## config.mk

```make
export PLATFORM = sky130hd
export DESIGN_NAME = e_bus_cycle_seq
export DESIGN_NICKNAME = d
export VERILOG_FILES = /design/src/rtl/e_bus_cycle_seq.sv
export SDC_FILE = /design/constraint.sdc
export NUM_CORES = 1
export LEC_CHECK = 0
export ABC_AREA = 1
export CORE_ASPECT_RATIO = 0.5
export CORE_MARGIN = 2
export CORE_UTILIZATION = 33
export CTS_CLUSTER_DIAMETER = 150
export DETAILED_ROUTE_END_ITERATION = 10
export PLACE_DENSITY_LB_ADDON = 0.05
export SYNTH_ARGS = -nofsm -noshare
export SYNTH_HDL_FRONTEND = slang
export SYNTH_SLANG_ARGS = --single-unit
export TNS_END_PERCENT = 100
```

## constraint.sdc

```tcl
create_clock -name i_clk -period 4.5 [get_ports i_clk]
set_input_delay 0.9 -clock i_clk [delete_from_list [all_inputs] [get_ports i_clk]]
set_output_delay 0.9 -clock i_clk [all_outputs]
set_load 0.1 [all_outputs]
```

## src/rtl/e_bus_cycle_seq.sv

```systemverilog
// e_bus_cycle_seq
// Sequences the 6809-side address/data bus buffers for one CPU bus cycle at a
// time. E and Q are synchronised into the fast clock domain, and their edges
// drive a per-cycle FSM with these phases: address, data setup, data window,
// hold. A watchdog flags loss of E and parks the sequencer.
//
// Ports:
//   i_clk        fast PLL clock
//   i_reset      asynchronous, active-low reset
//   i_e_clk      6809 E clock (asynchronous)
//   i_q_clk      6809 Q clock (asynchronous)
//   i_rw         6809 R/W (1 = CPU read), latched on synced Q rise
//   i_sel        board address decode hit, latched on synced Q rise
//   o_addr_oe    address buffer enable
//   o_data_oe    data buffer enable
//   o_data_dir   1 = FPGA drives CPU bus, 0 = CPU drives FPGA
//   o_wr_strobe  one-cycle pulse at E fall of a selected write cycle
//   o_busy       sequencer not idle
//   o_e_fault    E clock lost
module e_bus_cycle_seq #(
  parameter int SYNC_STAGES = 2,
  parameter int SETUP_DLY   = 4,
  parameter int HOLD_DLY    = 5,
  parameter int TIMEOUT     = 255,
  parameter int CNT_W       = 8
) (
  input  logic i_clk,
  input  logic i_reset,
  input  logic i_e_clk,
  input  logic i_q_clk,
  input  logic i_rw,
  input  logic i_sel,
  output logic o_addr_oe,
  output logic o_data_oe,
  output logic o_data_dir,
  output logic o_wr_strobe,
  output logic o_busy,
  output logic o_e_fault
);

  typedef enum logic [2:0] {IDLE, ADDR, SKIP, SETUP, DATA, HOLD} state_t;

  localparam logic [CNT_W-1:0] SETUP_LD = CNT_W'(SETUP_DLY - 1);
  localparam logic [CNT_W-1:0] HOLD_LD  = CNT_W'(HOLD_DLY - 1);
  localparam logic [CNT_W-1:0] WD_MAX   = CNT_W'(TIMEOUT);
  localparam logic [CNT_W-1:0] WD_PRE   = CNT_W'(TIMEOUT - 1);

  logic [SYNC_STAGES-1:0] e_sync;
  logic [SYNC_STAGES-1:0] q_sync;
  logic                   e_last;
  logic                   q_last;
  logic                   e_rise;
  logic                   e_fall;
  logic                   q_rise;
  logic                   e_edge;
  logic                   fault_next;

  state_t           state;
  logic [CNT_W-1:0] cnt;
  logic [CNT_W-1:0] wd;
  logic             rw_q;
  logic             sel_q;

  always_ff @(posedge i_clk or negedge i_reset) begin
    if (!i_reset) begin
      e_sync <= '0;
      q_sync <= '0;
      e_last <= 1'b0;
      q_last <= 1'b0;
    end else begin
      e_sync <= {e_sync[SYNC_STAGES-2:0], i_e_clk};
      q_sync <= {q_sync[SYNC_STAGES-2:0], i_q_clk};
      e_last <= e_sync[SYNC_STAGES-1];
      q_last <= q_sync[SYNC_STAGES-1];
    end
  end

  always_comb begin
    e_rise = e_sync[SYNC_STAGES-1] & ~e_last;
    e_fall = ~e_sync[SYNC_STAGES-1] & e_last;
    q_rise = q_sync[SYNC_STAGES-1] & ~q_last;
    e_edge = e_rise | e_fall;
    // wd saturates at TIMEOUT, so the fault stays asserted until an E edge.
    fault_next = ~e_edge & (wd >= WD_PRE);
  end

  always_ff @(posedge i_clk or negedge i_reset) begin
    if (!i_reset) begin
      wd        <= '0;
      o_e_fault <= 1'b0;
    end else begin
      o_e_fault <= fault_next;
      if (e_edge)
        wd <= '0;
      else if (wd != WD_MAX)
        wd <= wd + 1'b1;
    end
  end

  always_ff @(posedge i_clk or negedge i_reset) begin
    if (!i_reset) begin
      state       <= IDLE;
      cnt         <= '0;
      rw_q        <= 1'b0;
      sel_q       <= 1'b0;
      o_addr_oe   <= 1'b0;
      o_data_oe   <= 1'b0;
      o_data_dir  <= 1'b0;
      o_wr_strobe <= 1'b0;
      o_busy      <= 1'b0;
    end else begin
      o_wr_strobe <= 1'b0;
      if (fault_next) begin
        state     <= IDLE;
        o_addr_oe <= 1'b0;
        o_data_oe <= 1'b0;
        o_busy    <= 1'b0;
      end else begin
        unique case (state)
          IDLE: begin
            if (q_rise) begin
              state      <= ADDR;
              rw_q       <= i_rw;
              sel_q      <= i_sel;
              o_addr_oe  <= 1'b1;
              o_data_dir <= i_rw;
              o_busy     <= 1'b1;
            end
          end
          ADDR: begin
            if (e_rise) begin
              if (sel_q) begin
                state <= SETUP;
                cnt   <= SETUP_LD;
              end else begin
                state <= SKIP;
              end
            end
          end
          SKIP: begin
            if (e_fall) begin
              state     <= IDLE;
              o_addr_oe <= 1'b0;
              o_busy    <= 1'b0;
            end
          end
          SETUP: begin
            // An early E fall abandons the cycle before the data window opens.
            if (e_fall) begin
              state     <= IDLE;
              o_addr_oe <= 1'b0;
              o_busy    <= 1'b0;
            end else if (cnt == '0) begin
              state     <= DATA;
              o_data_oe <= 1'b1;
            end else begin
              cnt <= cnt - 1'b1;
            end
          end
          DATA: begin
            if (e_fall) begin
              state       <= HOLD;
              cnt         <= HOLD_LD;
              o_addr_oe   <= 1'b0;
              o_wr_strobe <= ~rw_q;
            end
          end
          HOLD: begin
            // A new Q rise truncates the hold and starts the next cycle directly.
            if (q_rise) begin
              state      <= ADDR;
              rw_q       <= i_rw;
              sel_q      <= i_sel;
              o_addr_oe  <= 1'b1;
              o_data_oe  <= 1'b0;
              o_data_dir <= i_rw;
            end else if (cnt == '0) begin
              state     <= IDLE;
              o_data_oe <= 1'b0;
              o_busy    <= 1'b0;
            end else begin
              cnt <= cnt - 1'b1;
            end
          end
          default: begin
            state     <= IDLE;
            o_addr_oe <= 1'b0;
            o_data_oe <= 1'b0;
            o_busy    <= 1'b0;
          end
        endcase
      end
    end
  end

endmodule

```

-- Word-level counts from Yosys, hierarchy flattened
Index checks and enable logic that the tools add are counted.
- register bits: 32
- input bits: 6
- output and inout port bits: 6
- logic and storage cells: 106
- add/sub/neg operators: 2
- order comparisons: 1
- equal/unequal tests: 27
- multiplexer cells: 36
- bitwise operators: 11
- reduce and logical (&&, ||, !) cells: 15
- operators with widths (kind ; number):
    $mux W8 ; 8
    $pmux W8 S4 ; 1
    $mux W3 ; 9
    $ne A3 B3 Y1 const B ; 8
    $pmux W3 S6 ; 1
    $mux W1 ; 14
    $ne A2 B2 Y1 const B ; 6
    $ne A3 B1 Y1 const B ; 3
    $add A8 B1 Y8 const B ; 1
    $ge A8 B8 Y1 const B ; 1
    $logic_not A8 Y1 ; 1
    $ne A4 B4 Y1 const B ; 2
    $ne A8 B8 Y1 const B ; 1
    $sub A8 B1 Y8 const B ; 1
    $reduce_and A7 Y1 ; 1
    $eq A3 B2 Y1 const B ; 2
    $eq A3 B3 Y1 const B ; 2
    $not A1 Y1 ; 6
    $pmux W1 S3 ; 2
    $reduce_and A3 Y1 ; 2
    $reduce_and A6 Y1 ; 1
    $reduce_or A2 Y1 ; 3
    $reduce_and A5 Y1 ; 1
    $and A1 B1 Y1 ; 4
    other kinds (10) ; 11

-- Logic depth before layout (Yosys ltp)
Gate-level depths: netlist (run 1).
- depth in word-level cells: 7
- gate-level depth with buffers: 11
- mapped depth without buffers: 11

-- Worst setup path after synthesis (run 1)
Ideal clock, no wire load.
- path type: register to output
- from: reg, netlist name rw_q
- to: out o_data_dir
- data arrival time: 0.913 ns
- required time: 3.600 ns
- setup slack: 2.687 ns
- stages on the path, launching flop included: 1
- buffers on the path: 0
- cells stage by stage: dfrtp_1
- RTL lines (what ; line ; text):
    end, declared ; 35 ; output logic o_data_dir,

==> out/metrics.yaml, run 1 <==
drt:
  vias_per_cell: 4.57
  remaining_drc_errors: 0
  postRouteAntennaNets: 0
  drt_first_pass_iters: 4
  avgRoutedWirePerCell_um: 10.9
  drt_wl_total_um: 3760
  drtIter0Drc: 48
  vias: 1572
sta:
  worst-slew-pin-transition_ns: 0.962
  finalClockSkew_ns: 0.00367
  drv_slew: 0
  rsz0062_at_grt: "false"
  final.min_clock_period_ns: 2.69
  slew_headroom_pct: 35.7
  tns_ns: 0
  min_period_over_period_pct: 59.7
  fmax_ghz: 0.372
  finalSetupViolations: 0
  final_hold_viol_count: 0
cts:
  ctsHtreeMaxLevel: 2
  worstSkewPairLatency_ns: 0.28
  numClockSinks: 32
  cts.repair.resized: 0
  cts_tree: "yes"
  cts-root-buf: "clkbuf_16"
  cts_buffers: 5
  cts.path.max_buffers: 2
  clk_pin_slew_ns: 0.05
  cts_setup_buffers: 0
  ctsHoldBuffers: 0
worst_setup_path:
  critPathLaunchType: "flop"
  worst-path-max-fanout: 3
  crit_path_end_kind: "output pin"
  crit_family: "buffers and inverters"
  crit_arrival_ns: 1.79
  critical_path_class: "reg2out"
  path_cells: "clkdlybuf4s50_1"
  critical_path_buf_inv_count: 1
  slowest_delay_ns: 1.14
  crit_slowest_cell: "clkdlybuf4s50_1"
  required_ns: 3.60
  regToRegSetupSlack_ns: 2.44
grt:
  track_usage_pct: 14.3
  grt_max_degree: 33
  antenna_found_initial: 0
  overflow: 0
  first_global_vias: 1510
  grt_pass1_wl_um: 6930
floorplan:
  rows: 19
  num_io_pins: 12
  coreArea_um2: 5470
  fp.dieW_um: 110
  start_util_pct: 34.1
  die_area_um2: 6310
  die_height_um: 57.2
pwr:
  p_leak_uw: 0.00115
  power_density_nw_per_um2: 694
  ir_drop_mv: 0.232
place:
  globalplace.congestion: 0.892
  port_buffers: 11
  dpl.hpwl_um: 2800
worst_hold_path:
  hp-class: "reg2reg"
layout:
  syn_to_final_growth_pct: 19.5
  filler_cell_count: 563
  diodes: 0
  postLayoutCoreUtil_pct: 40.8
  nets: 283
  drive_gt1_share_pct: 10.3
yosys:
  synth.most_common_cell: "nand2_1"
  yosys.area_share.adder_pct: 4.69
  synthXorXnorAreaFrac_pct: 2.82
  synth_edf_count: 0
  avgSynthCellArea_um2: 7.37
  ys_top_cells_by_count: "nand2_1 (83), nor2_1 (35), dfrtp_1 (32), inv_1 (27), nand3_1 (17)"
  yosysTopAreaCell: "dfrtp_1"
  netlist_instances: 253
  async_flop_share_pct: 100
  synth_nets: 266
  yosys.area_share.simple_pct: 36.4
  synth_area_leaders: "dfrtp_1 (43%), nand2_1 (17%), nor2_1 (7.0%), inv_1 (5.4%), ha_1 (4.7%)"
  synth-compound-area-share_pct: 6.04
  ys_seq_area_share_pct: 42.9
  yosysUniqueCellTypes: 29
  synth.top_cell.area_share_pct: 42.9
  synthMuxAreaShare_pct: 0
  synth_ff_type: "dfrtp_1"
  synth_top_family_by_area: "simple AND/OR/NAND/NOR gates"
  yosys_register_bits: 32
  ys_warn_count: 0
  syn_area_um2: 1870
run_status:
  outcome: "complete, no violations"
job:
  max_cap_viol_count: 0
==> kinds of logic after synthesis <==
family,count (synthesis)
adders and majority gates,7
DFF,32
and+or+nand+nor,154
xor gates and xnor gates,6
AOI/OAI and AO/OA,20
buffers and inverters,34
==> metal layers <==
metal	part of all wire (%)	global-route usage [%]
met2	43	21.3
met3	4.9	5.26
met5	0	0
met4	1.7	5.18
met1	51	19.2
==> layout by cell type (no fill, tap or decap), types with 2 or more instances in the layout <==
cell             netlist  final
nand2_1               83     83
inv_1                 27     27
xnor2_1                2      2
xor2_1                 4      4
a21oi_1                5      5
nand3_1               17     17
nor2_1                35     35
clkbuf_16              0      5
inv_2                  5      5
o21ai_0                9      9
a211oi_1               2      2
nand4_1                2      2
nand3_2                2      2
dfrtp_1               32     32
nor2_2                 4      4
clkdlybuf4s50_1        0     11
ha_1                   7      7
nand2_2                4      4
==> worst paths after layout <==
kind | startpoint | to | cells past startpoint
max in group asynchronous | i_reset | cnt[3] | 2
max | rw_q | o_data_dir | 1
min | q_sync[0] | q_sync[1] | 0
min reg2reg | q_sync[0] | q_sync[1] | 0
min in group asynchronous | i_reset | cnt[2] | 2
max reg2reg | e_sync[1] | cnt[6] | 10
==> area by class of cell <==
class	count	area, µm²	share of cell area, %
Clock buffer	5	125	5.61
Clock inverter	3	42.5	1.91
Inverter	32	120	5.39
Multi-Input combinational cell	187	932	41.8
Sequential cell	32	801	35.9
Tap cell	73	91.3	4.10
Timing Repair Buffer	12	118	5.27
==> where the power goes <==
group          internal [µW]  switching, µW  total, µW  leakage (µW)
combinational            238            492        730      0.000656
sequential               356           73.1        429      0.000417
clock                    260            129        388     0.0000798
==> flip-flops by register name (all words and copies together), names as in the netlist <==
name	cells
cnt	8
wd	8
state	3
e_sync	2
q_sync	2
e_last	1
o_addr_oe	1
o_busy	1
o_data_oe	1
o_e_fault	1
o_wr_strobe	1
q_last	1
rw_q	1
sel_q	1
==> per-stage QoR <==
step	power, µW	hold WS [ns]	cells	instance area, µm²	worst slack, ns
finish	1550	0.349	344	2230	1.81
global route	1690	0.366	344	2230	1.78
detailed placement	1170	0.342	336	2060	2.11
floorplan	1010	0.331	253	1870	2.69
global placement	1170	0.332	336	2060	2.12
CTS	1570	0.354	344	2230	1.80
Note: power is estimated with default switching activity, not from simulation.
==> run 2, diff against run 1 <==
==> constraint.sdc (replaced) <==
create_clock -name i_clk -period 2.55 [get_ports i_clk]
set_input_delay 0.51 -clock i_clk [delete_from_list [all_inputs] [get_ports i_clk]]
set_output_delay 0.51 -clock i_clk [all_outputs]
set_load 0.1 [all_outputs]
==> run 2 against run 1 <==
Sequential power rose by 77%. Register-to-register slack lost 1.9 ns. Routed wire length rose by 2.3%. Clock-buffer cell count grew 2. Final cell count stayed put. Global-route usage is 0.46 points higher. Largest cell class unchanged.
==> out/metrics.yaml, run 2 (same netlist as run 1, synthesis figures left out) <==
worst_setup_path:
  critical_path_buf_inv_count: 1  # unchanged
  crit_family: "simple AND/OR/NAND/NOR gates"
  critPathLaunchType: "flop"
  crit_slowest_cell: "ha_1"
  crit_path_end_kind: "flop"
  crit_arrival_ns: 2.19  # +0.40 ns
  path_cells: "inv_1, ha_1, nand3_1, nor2_1, nand2_1, nand2_1, nor2_4, nand3b_2, nand2_1, nand2_1"
  worst-path-max-fanout: 13  # +10
  required_ns: 2.72  # -0.88 ns
  path_common_cell: "nand2_1"
  critical_path_class: "reg2reg"
  slowest_delay_ns: 0.38  # -0.76 ns
layout:
  nets: 283  # unchanged
  final_cells: 344  # unchanged
  drive_gt1_share_pct: 12.2  # +1.8 points
  filler_cell_count: 594  # +5.5%
  layout_common_cells: "nand2_1 (83), nor2_1 (35), dfrtp_1 (32)"
  largestRegisters: "cnt: 8 flops, wd: 8 flops, state: 3 flops"
  diodes: 0  # unchanged
  final_cell_area_um2: 2200  # -1.5%
  syn_to_final_growth_pct: 17.8
  final_common_cell: "nand2_1"
sta:
  rsz0062_at_grt: "false"
  drv_slew: 0  # unchanged
  fmax_ghz: 0.494
  min_period_over_period_pct: 79.4
  slew_headroom_pct: 71.9  # +36 points
  worst-slew-pin-transition_ns: 0.422  # -0.540 ns
  finalClockSkew_ns: 0.00525  # +0.00158 ns
  whs_ns: 0.347  # -0.00235 ns
  finalSetupViolations: 0  # unchanged
  final.min_clock_period_ns: 2.02
  final_hold_viol_count: 0  # unchanged
  tns_ns: 0  # unchanged
drt:
  drt_wl_total_um: 3840  # +2.3%
  vias: 1600  # +1.8%
  drt_first_pass_iters: 4  # unchanged
  vias_per_cell: 4.65  # +1.8%
  avgRoutedWirePerCell_um: 11.2  # +2.3%
  remaining_drc_errors: 0  # unchanged
  postRouteAntennaNets: 0  # unchanged
  drtIter0Drc: 77  # +60%
pwr:
  pwr-share-comb_pct: 48.5  # +1.3 points
  p_switching_uw: 1230  # +77%
  pwr-share-seq_pct: 28.6  # +0.9 points
  p_leak_uw: 0.00115  # about the same
  sw_frac_of_total_pct: 46.2  # +1.4 points
  ir_drop_mv: 0.328  # +42%
  power_density_nw_per_um2: 1210  # +74%
  clockPowerShare_pct: 22.9  # -2.2 points
  intPower_uw: 1430  # +67%
cts:
  ctsHtreeMaxLevel: 2  # unchanged
  cts_setup_buffers: 0  # unchanged
  numClockSinks: 32  # unchanged
  cts.path.max_buffers: 2  # unchanged
  cts-root-buf: "clkbuf_16"
  cts_tree: "yes"
  clk_pin_slew_ns: 0.05  # about the same
  worstSkewPairLatency_ns: 0.28  # about the same
  cts.repair.resized: 0  # unchanged
  cts_buffers: 5  # unchanged
  ctsHoldBuffers: 0  # unchanged
floorplan:
  coreArea_um2: 5470  # unchanged
  num_io_pins: 12  # unchanged
  die_height_um: 57.2  # unchanged
  fp.dieW_um: 110  # unchanged
  die_area_um2: 6310  # unchanged
  start_util_pct: 34.1  # unchanged
  rows: 19  # unchanged
grt:
  first_global_vias: 1582  # +4.8%
  grt_pass1_wl_um: 6930  # +0.10%
  grt_max_degree: 33  # unchanged
  antenna_found_initial: 0  # unchanged
  overflow: 0  # unchanged
  track_usage_pct: 14.8  # +0.46 points
place:
  dpl.hpwl_um: 2850  # +2.0%
  port_buffers: 11  # unchanged
  placed_area_um2: 2050  # -0.73%
  globalplace.congestion: 0.886  # -0.68%
  placedCellCount: 336  # unchanged
worst_hold_path:
  hp-class: "reg2reg"
job:
  max_cap_viol_count: 0  # unchanged
run_status:
  outcome: "complete, no violations"
-- run 2: power groups by stage --
stage                     sequential (µW)  combinational, µW  clock, µW
after global placement                768               1300          0
after CTS                             760               1310        630
after floorplan                       898                893          0
final                                 760               1290        608
after global routing                  781               1490        651
after detailed placement              767               1300          0
-- run 2: layout make-up --
type / count / area [µm²] / area share [%]
clock buffers: 7 / 143 / 6.49
inverters: 32 / 120 / 5.47
repair buffers: 12 / 103 / 4.67
well taps: 73 / 91.3 / 4.16
multi-input cells: 187 / 932 / 42.4
clock inverters: 1 / 7.51 / 0.342
flip-flops and latches: 32 / 801 / 36.4
-- run 2: final timing paths --
kind,depth (start not counted),start,slack (ns),endpoint
worst min register to register,0,q_sync[0],0.35,q_sync[1]
worst max-delay path,10,e_sync[1],0.53,cnt[7]
max in group asynchronous,2,i_reset,1.61,cnt[6]
worst min-delay path,0,q_sync[0],0.35,q_sync[1]
min in group asynchronous,2,i_reset,0.63,cnt[2]
worst max register to register,10,e_sync[1],0.53,cnt[7]
-- run 2: per-stage QoR --
step	worst slack [ns]	total power [µW]	utilization [%]
6_report	0.526	2650	40.2
5_1_grt	0.308	2920	40.2
4_1_cts	0.502	2700	40.2
3_5_place_dp	0.507	2070	37.4
3_3_place_gp	0.594	2070	37.4
2_1_floorplan	0.950	1790	-
-- run 2: layer usage --
layer  vias up  global-route usage (%)  part of all wire (%)
met5         -                       0                     0
met4         0                    7.68                   2.4
met3         9                    5.37                   4.8
met2        29                    21.9                    44
met1       743                    18.9                    48
li1        819                       -                     -
